===== config.mk =====
export PLATFORM = sky130hd
export DESIGN_NAME = gpa_fhdo_iface_flat
export DESIGN_NICKNAME = d
export VERILOG_FILES = /design/src/rtl/gpa_fhdo_iface_pkg.sv /design/src/rtl/gpa_fhdo_iface_if.sv /design/src/rtl/gpa_fhdo_spi_shifter.sv /design/src/rtl/gpa_fhdo_iface.sv /design/src/flat_wrapper.sv
export SDC_FILE = /design/constraint.sdc
export NUM_CORES = 1
export LEC_CHECK = 0
export BUFFER_PORTS_ARGS = -buffer_cell sky130_fd_sc_hd__buf_2
export CAP_MARGIN = 0
export CORE_MARGIN = 2
export CORE_UTILIZATION = 53
export DETAILED_ROUTE_END_ITERATION = 16
export GPL_TIMING_DRIVEN = 0
export PLACE_DENSITY = 0.84
export SLEW_MARGIN = 15
export SYNTH_ARGS = -nofsm -noshare
export SYNTH_HDL_FRONTEND = slang
export SYNTH_SLANG_ARGS = --single-unit
export TNS_END_PERCENT = 30

===== constraint.sdc =====
create_clock -name clk -period 2.3 [get_ports clk]
set_clock_uncertainty 0.2 [all_clocks]
set_input_delay 0.23 -clock clk [delete_from_list [all_inputs] [get_ports clk]]
set_output_delay 0.23 -clock clk [all_outputs]
set_load 0.01 [all_outputs]

===== src/rtl/gpa_fhdo_iface_pkg.sv =====
// Shared constants, states and frame builders for the GPA-FHDO SPI initiator.
package gpa_fhdo_iface_pkg;

    localparam logic [7:0]  DacRegBase  = 8'h08;
    localparam logic [15:0] AdcManBase  = 16'hC000;
    localparam int unsigned DacFrameLen = 24;
    localparam int unsigned AdcFrameLen = 32;
    localparam logic [4:0]  DacLastBit  = 5'(DacFrameLen - 1);
    localparam logic [4:0]  AdcLastBit  = 5'(AdcFrameLen - 1);

    typedef enum logic [2:0] {
        StIdle,
        StDacXfer,
        StAdcPre,
        StAdcXfer,
        StGap
    } state_e;

    typedef enum logic [1:0] {
        PhLead,
        PhHigh,
        PhLow
    } phase_e;

    // Frames are left-aligned in a 32-bit shift register, MSB first.
    function automatic logic [31:0] dac_word(input logic [1:0] ch, input logic [15:0] data);
        return {DacRegBase + {6'd0, ch}, data, 8'h00};
    endfunction

    function automatic logic [31:0] adc_word(input logic [1:0] ch);
        return {AdcManBase | {4'd0, ch, 10'd0}, 16'h0000};
    endfunction

endpackage


===== src/rtl/gpa_fhdo_iface_if.sv =====
// Request/response bus between the gradient sequencer and the GPA-FHDO SPI initiator.
interface gpa_fhdo_iface_if;
    logic [15:0] dac_data_i;
    logic [1:0]  dac_ch_i;
    logic        dac_valid_i;
    logic [1:0]  adc_ch_i;
    logic        adc_valid_i;
    logic        ready_o;
    logic [15:0] adc_data_o;
    logic        adc_data_valid_o;

    modport master (
        output dac_data_i, dac_ch_i, dac_valid_i, adc_ch_i, adc_valid_i,
        input  ready_o, adc_data_o, adc_data_valid_o
    );

    modport slave (
        input  dac_data_i, dac_ch_i, dac_valid_i, adc_ch_i, adc_valid_i,
        output ready_o, adc_data_o, adc_data_valid_o
    );
endinterface


===== src/rtl/gpa_fhdo_spi_shifter.sv =====
// SPI bit engine: SCLK divider, 32-bit MSB-first shift-out, 16-bit shift-in, done strobe.
module gpa_fhdo_spi_shifter
    import gpa_fhdo_iface_pkg::*;
#(
    parameter int unsigned SCLK_DIV = 2
) (
    input  logic        clk,
    input  logic        rst,
    input  logic        start,
    input  logic [31:0] word,
    input  logic [4:0]  last_bit,
    input  logic        sdi,
    output logic        done,
    output logic        sclk,
    output logic        sdo,
    output logic [15:0] rx_data
);

    localparam int unsigned DivW = (SCLK_DIV > 1) ? $clog2(SCLK_DIV) : 1;
    localparam logic [DivW-1:0] DivLast = DivW'(SCLK_DIV - 1);

    logic            busy_q, busy_d;
    phase_e          phase_q, phase_d;
    logic [DivW-1:0] div_q, div_d;
    logic [4:0]      bit_q, bit_d;
    logic [4:0]      last_q, last_d;
    logic [31:0]     sr_q, sr_d;
    logic [15:0]     rx_q, rx_d;
    logic            sclk_q, sclk_d;
    logic            sdo_q, sdo_d;
    logic            rise;

    always_comb begin
        busy_d  = busy_q;
        phase_d = phase_q;
        div_d   = div_q;
        bit_d   = bit_q;
        last_d  = last_q;
        sr_d    = sr_q;
        rx_d    = rx_q;
        sclk_d  = sclk_q;
        sdo_d   = sdo_q;
        done    = 1'b0;
        rise    = 1'b0;
        if (start) begin
            busy_d  = 1'b1;
            phase_d = PhLead;
            div_d   = DivLast;
            bit_d   = 5'd0;
            last_d  = last_bit;
            sr_d    = word;
            sclk_d  = 1'b0;
            sdo_d   = 1'b0;
        end else if (busy_q) begin
            if (div_q != '0) begin
                div_d = div_q - DivW'(1);
            end else begin
                div_d = DivLast;
                unique case (phase_q)
                    PhLead: rise = 1'b1;
                    PhHigh: begin
                        phase_d = PhLow;
                        sclk_d  = 1'b0;
                    end
                    default: begin
                        // Frame ends on terminal count; the counter never wraps.
                        if (bit_q == last_q) begin
                            busy_d = 1'b0;
                            sdo_d  = 1'b0;
                            done   = 1'b1;
                        end else begin
                            bit_d = bit_q + 5'd1;
                            rise  = 1'b1;
                        end
                    end
                endcase
                if (rise) begin
                    phase_d = PhHigh;
                    sclk_d  = 1'b1;
                    sdo_d   = sr_q[31];
                    sr_d    = {sr_q[30:0], 1'b0};
                    // Only the data half of an ADC frame carries a result.
                    if (bit_d[4] && last_q == AdcLastBit) begin
                        rx_d = {rx_q[14:0], sdi};
                    end
                end
            end
        end
    end

    always_ff @(posedge clk) begin
        if (rst) begin
            busy_q  <= 1'b0;
            phase_q <= PhLead;
            div_q   <= '0;
            bit_q   <= 5'd0;
            last_q  <= 5'd0;
            sr_q    <= 32'd0;
            rx_q    <= 16'd0;
            sclk_q  <= 1'b0;
            sdo_q   <= 1'b0;
        end else begin
            busy_q  <= busy_d;
            phase_q <= phase_d;
            div_q   <= div_d;
            bit_q   <= bit_d;
            last_q  <= last_d;
            sr_q    <= sr_d;
            rx_q    <= rx_d;
            sclk_q  <= sclk_d;
            sdo_q   <= sdo_d;
        end
    end

    assign sclk    = sclk_q;
    assign sdo     = sdo_q;
    assign rx_data = rx_q;

endmodule


===== src/rtl/gpa_fhdo_iface.sv =====
// GPA-FHDO SPI initiator: DAC80504 writes, ADS8684 readback when GPA_FHDO_IFACE_ADC_EN is defined.
module gpa_fhdo_iface
    import gpa_fhdo_iface_pkg::*;
#(
    parameter int unsigned SCLK_DIV = 2,
    parameter int unsigned CS_GAP   = 4
) (
    input  logic            clk,
    input  logic            rst,
    gpa_fhdo_iface_if.slave bus,
    output logic            spi_clk,
    output logic            spi_csn,
    output logic            spi_sdo,
    input  logic            spi_sdi
);

    localparam int unsigned GapW = (CS_GAP > 1) ? $clog2(CS_GAP) : 1;
    localparam logic [GapW-1:0] GapLast = GapW'(CS_GAP - 1);

    state_e          state_q, state_d;
    logic [GapW-1:0] gap_q, gap_d;
    logic            gap_csn_q, gap_csn_d;
    logic            sh_start, sh_done, sh_sdi;
    logic [31:0]     sh_word;
    logic [4:0]      sh_last;
    logic [15:0]     sh_rx;

`ifdef GPA_FHDO_IFACE_ADC_EN
    logic [1:0]  adc_ch_q, adc_ch_d;
    logic [15:0] adc_data_q, adc_data_d;
    logic        adc_dv_q, adc_dv_d;
    assign sh_sdi = spi_sdi;
`else
    logic unused_adc;
    assign unused_adc = ^{bus.adc_ch_i, bus.adc_valid_i, spi_sdi, sh_rx};
    assign sh_sdi     = 1'b0;
`endif

    always_comb begin
        state_d   = state_q;
        gap_d     = gap_q;
        gap_csn_d = gap_csn_q;
        sh_start  = 1'b0;
        sh_word   = dac_word(bus.dac_ch_i, bus.dac_data_i);
        sh_last   = DacLastBit;
`ifdef GPA_FHDO_IFACE_ADC_EN
        adc_ch_d   = adc_ch_q;
        adc_data_d = adc_data_q;
        adc_dv_d   = 1'b0;
`endif
        unique case (state_q)
            StIdle: begin
                if (bus.dac_valid_i) begin
                    state_d  = StDacXfer;
                    sh_start = 1'b1;
`ifdef GPA_FHDO_IFACE_ADC_EN
                end else if (bus.adc_valid_i) begin
                    state_d  = StAdcPre;
                    adc_ch_d = bus.adc_ch_i;
                    gap_d    = GapLast;
`endif
                end
            end
            StDacXfer: begin
                if (sh_done) begin
                    state_d   = StGap;
                    gap_d     = GapLast;
                    gap_csn_d = 1'b1;
                end
            end
`ifdef GPA_FHDO_IFACE_ADC_EN
            // Zero-clock DAC select so the DAC discards it, then the ADC frame proper.
            StAdcPre: begin
                if (gap_q == '0) begin
                    state_d  = StAdcXfer;
                    sh_start = 1'b1;
                    sh_word  = adc_word(adc_ch_q);
                    sh_last  = AdcLastBit;
                end else begin
                    gap_d = gap_q - GapW'(1);
                end
            end
            StAdcXfer: begin
                if (sh_done) begin
                    state_d    = StGap;
                    gap_d      = GapLast;
                    gap_csn_d  = 1'b0;
                    adc_data_d = sh_rx;
                    adc_dv_d   = 1'b1;
                end
            end
`endif
            StGap: begin
                if (gap_q == '0) begin
                    state_d = StIdle;
                end else begin
                    gap_d = gap_q - GapW'(1);
                end
            end
            default: state_d = StIdle;
        endcase
    end

    always_ff @(posedge clk) begin
        if (rst) begin
            state_q   <= StIdle;
            gap_q     <= '0;
            gap_csn_q <= 1'b1;
`ifdef GPA_FHDO_IFACE_ADC_EN
            adc_ch_q   <= 2'd0;
            adc_data_q <= 16'd0;
            adc_dv_q   <= 1'b0;
`endif
        end else begin
            state_q   <= state_d;
            gap_q     <= gap_d;
            gap_csn_q <= gap_csn_d;
`ifdef GPA_FHDO_IFACE_ADC_EN
            adc_ch_q   <= adc_ch_d;
            adc_data_q <= adc_data_d;
            adc_dv_q   <= adc_dv_d;
`endif
        end
    end

    // csn=0 selects the DAC, csn=1 the ADC; idle high.
    always_comb begin
        unique case (state_q)
            StDacXfer, StAdcPre: spi_csn = 1'b0;
            StGap:               spi_csn = gap_csn_q;
            default:             spi_csn = 1'b1;
        endcase
    end

    assign bus.ready_o = (state_q == StIdle);

`ifdef GPA_FHDO_IFACE_ADC_EN
    assign bus.adc_data_o       = adc_data_q;
    assign bus.adc_data_valid_o = adc_dv_q;
`else
    assign bus.adc_data_o       = 16'd0;
    assign bus.adc_data_valid_o = 1'b0;
`endif

    gpa_fhdo_spi_shifter #(
        .SCLK_DIV(SCLK_DIV)
    ) u_shifter (
        .clk      (clk),
        .rst      (rst),
        .start    (sh_start),
        .word     (sh_word),
        .last_bit (sh_last),
        .sdi      (sh_sdi),
        .done     (sh_done),
        .sclk     (spi_clk),
        .sdo      (spi_sdo),
        .rx_data  (sh_rx)
    );

endmodule

===== src/flat_wrapper.sv =====
// flat-port wrapper written by rule: the top's interface ports become plain ports
module gpa_fhdo_iface_flat import gpa_fhdo_iface_pkg::*;
#(
    parameter int unsigned SCLK_DIV = 2,
    parameter int unsigned CS_GAP   = 4
)
  (clk, rst, spi_clk, spi_csn, spi_sdo, spi_sdi, bus_dac_data_i, bus_dac_ch_i, bus_dac_valid_i, bus_adc_ch_i, bus_adc_valid_i, bus_ready_o, bus_adc_data_o, bus_adc_data_valid_o);
  gpa_fhdo_iface_if bus_i ();
  input  logic clk;
  input  logic rst;
  output logic spi_clk;
  output logic spi_csn;
  output logic spi_sdo;
  input  logic spi_sdi;
  input wire logic [$bits(bus_i.dac_data_i)-1:0] bus_dac_data_i;
  input wire logic [$bits(bus_i.dac_ch_i)-1:0] bus_dac_ch_i;
  input wire logic [$bits(bus_i.dac_valid_i)-1:0] bus_dac_valid_i;
  input wire logic [$bits(bus_i.adc_ch_i)-1:0] bus_adc_ch_i;
  input wire logic [$bits(bus_i.adc_valid_i)-1:0] bus_adc_valid_i;
  output wire logic [$bits(bus_i.ready_o)-1:0] bus_ready_o;
  output wire logic [$bits(bus_i.adc_data_o)-1:0] bus_adc_data_o;
  output wire logic [$bits(bus_i.adc_data_valid_o)-1:0] bus_adc_data_valid_o;
  assign bus_i.dac_data_i = bus_dac_data_i;
  assign bus_i.dac_ch_i = bus_dac_ch_i;
  assign bus_i.dac_valid_i = bus_dac_valid_i;
  assign bus_i.adc_ch_i = bus_adc_ch_i;
  assign bus_i.adc_valid_i = bus_adc_valid_i;
  assign bus_ready_o = bus_i.ready_o;
  assign bus_adc_data_o = bus_i.adc_data_o;
  assign bus_adc_data_valid_o = bus_i.adc_data_valid_o;
  gpa_fhdo_iface #(.SCLK_DIV(SCLK_DIV), .CS_GAP(CS_GAP)) u_core (.clk(clk), .rst(rst), .bus(bus_i), .spi_clk(spi_clk), .spi_csn(spi_csn), .spi_sdo(spi_sdo), .spi_sdi(spi_sdi));
endmodule

==> summary.txt <==
Run status
  – Status: finished clean

Flow run
  – Number of max-cap violations: 0

Timing
  – Slew Limit Fails: 0
  – Worst Tran Pin Value: 0.504 ns
  – Period utilisation layout: 86.9%
  – FMAX: 0.500 GHz
  – Hold WS: 0.0529 ns
  – RSZ-0062 raised after global routing: false
  – Crit path time final: 2.00 ns
  – Final setup violation count: 0
  – Final hold vios: 0
  – Max_slew headroom: 66.4%
  – Final setup margin: 0.302 ns
  – Total negative setup slack: 0 ns

Global route
  – All-Layer GR Usage: 23.0%
  – Largest net degree at the start of global routing: 12
  – Initial antenna violation count: 0
  – GRT overflow: 0
  – First-pass GRT wire length: 7430 um
  – Vias in the first global route: 1706

Setup path
  – Required time worst endpoint: 2.32 ns
  – Setup slack, reg-to-reg: 0.30 ns
  – Critical-path cell list: nor2b_1, nand2b_1, clkbuf_1, o21ai_0, a311oi_1
  – Worst Setup SP: u_core.u_shifter.busy_q
  – Worst EP arrival: 2.02 ns
  – Critical path's slowest cell: nor2b_1
  – Startpoint Class: register
  – CP Capture Type: register
  – Critical path's largest stage delay: 0.42 ns
  – Worst-path maximum fanout: 10
  – Crit Path Category: reg2reg
  – Reg2reg path depth: 5
  – Worst reg2reg endpoint: u_core.u_shifter.sr_q[10]
  – Launching point of the worst reg2reg path: u_core.u_shifter.busy_q

Cells and area
  – Area delta synth->final: 24.4%
  – Multi-input logic area: 0.00100 mm2
  – Fraction of layout instances using a drive strength above 1: 21.0%
  – Fin nets: 321
  – Register area: 781 um2
  – Fin util: 70.5%
  – Fillers: 286
  – Ant diodes: 0

Placement
  – Final HPWL DP: 2930 um
  – Place WS: 0.135 ns
  – Port bufs: 24
  – GP Congestion: 0.776

Die
  – Starting Density: 56.7%
  – Core area: 0.00342 mm2
  – Row cnt: 21
  – IO Pins: 46
  – DIE AREA: 0.00415 mm2
  – Die Width: 64.4 um
  – Die height: 64.4 um

Routing
  – Via Count: 1879
  – Via density: 5.51
  – Final WL: 4470 um
  – DRC: 0
  – Drt pass-1 iters: 4
  – Antenna viol nets, final: 0
  – Routed wire per std cell: 13.1 um
  – Initial DRC Count: 106

Pwr
  – Pwr/cell area: 548 mW/mm2
  – Worst VDD drop: 0.380 mV
  – Design Power: 1.32 mW
  – P_leak: 0.943 nW

Clock tree
  – Clock slew at reported path FFs: 0.12 ns
  – Clock latency on the worst-skew pair: 0.36 ns
  – Longest Clk Path Bufs: 2
  – Clock sink total: 39
  – Num CTS Buffers: 5
  – Root Driver: clkbuf_4
  – CTS tree: yes
  – Setup bufs post-CTS: 0
  – H-tree levels: 2

Synth
  – Netlist cell types: 38
  – Post-Syn Area per Cell: 8.45 um2
  – Synthesis Warnings: 0
  – Mapped cell area: 0.00194 mm2
  – Sequential area share after synthesis: 40.3%
  – Yosys reg bits: 39
  – Synth Instances: 229

Min path
  – WHS Path Cells: 4
  – Hold Path End: u_core.u_shifter.bit_q[2]
  – HP Class: in2reg
  – HP Start: rst
power by group:
part | total [mW] | internal (mW) | switching, mW
logic | 0.234 | 0.106 | 0.128
clock network | 0.346 | 0.119 | 0.227
registers | 0.740 | 0.716 | 0.0244
registers in the layout (all words and copies together), names as in the netlist:
signal and count:
u_core.u_shifter.bit_q 5, u_core.gap_q 2, u_core.state_q 2, u_core.u_shifter.div_q 1, u_core.u_shifter.sdo 1, u_core.u_shifter.last_q 1
u_core.u_shifter.busy_q 1, u_core.u_shifter.sr_q 24, u_core.u_shifter.phase_q 2
critical path: cells and delay by family, from the launching register on:
| family | cells | cell delay (ns) |
|---|---|---|
| AOI/OAI and AO/OA | 2 | 0.32 |
| DFF | 1 | 0.39 |
| buffers and inverters | 1 | 0.26 |
| and+or+nand+nor | 2 | 0.69 |
cells by family (layout without fill, tap and decap cells):
logic type	after synthesis	count (layout)	share of synthesized area [%]
other cells	1	17	0.194
simple gates	76	76	20.6
flops	39	39	40.3
buf+inv	36	86	11.3
mux	2	2	1.03
fa+ha+maj	2	2	1.29
compound gates	73	73	25.2
synthesized netlist by cell type (all sizes together):
| master | instances | area, um2 |
|---|---|---|
| nor3 | 2 | 15.0 |
| and3 | 1 | 11.3 |
| a31oi | 3 | 18.8 |
| a21oi | 17 | 85.1 |
| buf | 22 | 165 |
| nand2 | 8 | 30.0 |
| a311oi | 17 | 149 |
| nor2 | 25 | 93.8 |
| nor3b | 2 | 15.0 |
| clkbuf | 11 | 42.5 |
| a32o | 1 | 11.3 |
| a21o | 2 | 15.0 |
| or3 | 2 | 12.5 |
| a221oi | 1 | 8.76 |
| conb | 1 | 3.75 |
| and4b | 1 | 13.8 |
| mux2i | 2 | 20.0 |
| a2111o | 1 | 11.3 |
| inv | 3 | 11.3 |
| a22oi | 1 | 21.3 |
| a22o | 1 | 17.5 |
| or2 | 1 | 6.26 |
| ha | 2 | 25.0 |
| a211oi | 1 | 7.51 |
| o21ai | 27 | 135 |
| nor4b | 1 | 23.8 |
| nand3b | 1 | 7.51 |
| dfxtp | 39 | 781 |
| o211ai | 1 | 7.51 |
| nor2b | 2 | 12.5 |
| or4 | 1 | 7.51 |
| nand3 | 25 | 125 |
| nand2b | 4 | 25.0 |
cells in the final DEF (no fill, tap or decap), drive strengths merged, types with 2 or more instances in the layout:
master,Yosys,routed
buf,22,46
dfxtp,39,39
o21ai,27,27
nor2,25,25
nand3,25,25
dlygate4sd3,0,18
clkbuf,11,18
a311oi,17,17
a21oi,17,17
conb,1,17
nand2,8,8
nand2b,4,4
inv,3,3
a31oi,3,3
nor2b,2,2
mux2i,2,2
or3,2,2
a21o,2,2
ha,2,2
nor3,2,2
nor3b,2,2
per-layer routing:
metal | up-vias | wire length [um] | part of all wire (%) | GRT usage (%)
li1 | 939 | - | - | -
met1 | 875 | 2000 | 45 | 29.1
met2 | 56 | 2150 | 48 | 37.2
met3 | 9 | 229 | 5.1 | 5.90
met4 | 0 | 83 | 1.9 | 9.84
met5 | - | 0 | 0 | 0
worst max-delay path by stage:
stage | to | cells past startpoint
5_1_grt | u_core.u_shifter.sr_q[10] | 5
4_1_cts | u_core.u_shifter.phase_q[1] | 4
6_report | u_core.u_shifter.sr_q[10] | 5
2_1_floorplan | u_core.u_shifter.bit_q[3] | 4
3_3_place_gp | u_core.u_shifter.phase_q[1] | 4
3_5_place_dp | u_core.u_shifter.phase_q[1] | 4
cell type report:
cell class,instances,share of cell area (%)
inverters,3,0.468
flip-flops and latches,39,32.4
plain buffers,33,8.62
repair buffers,42,12.5
clock buffers,7,1.87
clock inverters,1,0.208
well taps,46,2.39
multi-input cells,170,41.6
stage by stage:
step | instance area [um2] | instances
global route | 2410 | 341
floorplan | 2000 | 245
finish | 2410 | 341
CTS | 2400 | 341
global placement | 2170 | 315
detailed placement | 2170 | 315
repair_timing:
| item | in CTS | in global routing |
|---|---|---|
| setup endpoints to repair | 0 | 1 |
| hold buffers | 18 | 0 |
| endpoints found under the hold margin | 18 | 0 |
| resized for setup | 0 | 1 |
No activity file was read; power rests on OpenSTA's default activity.
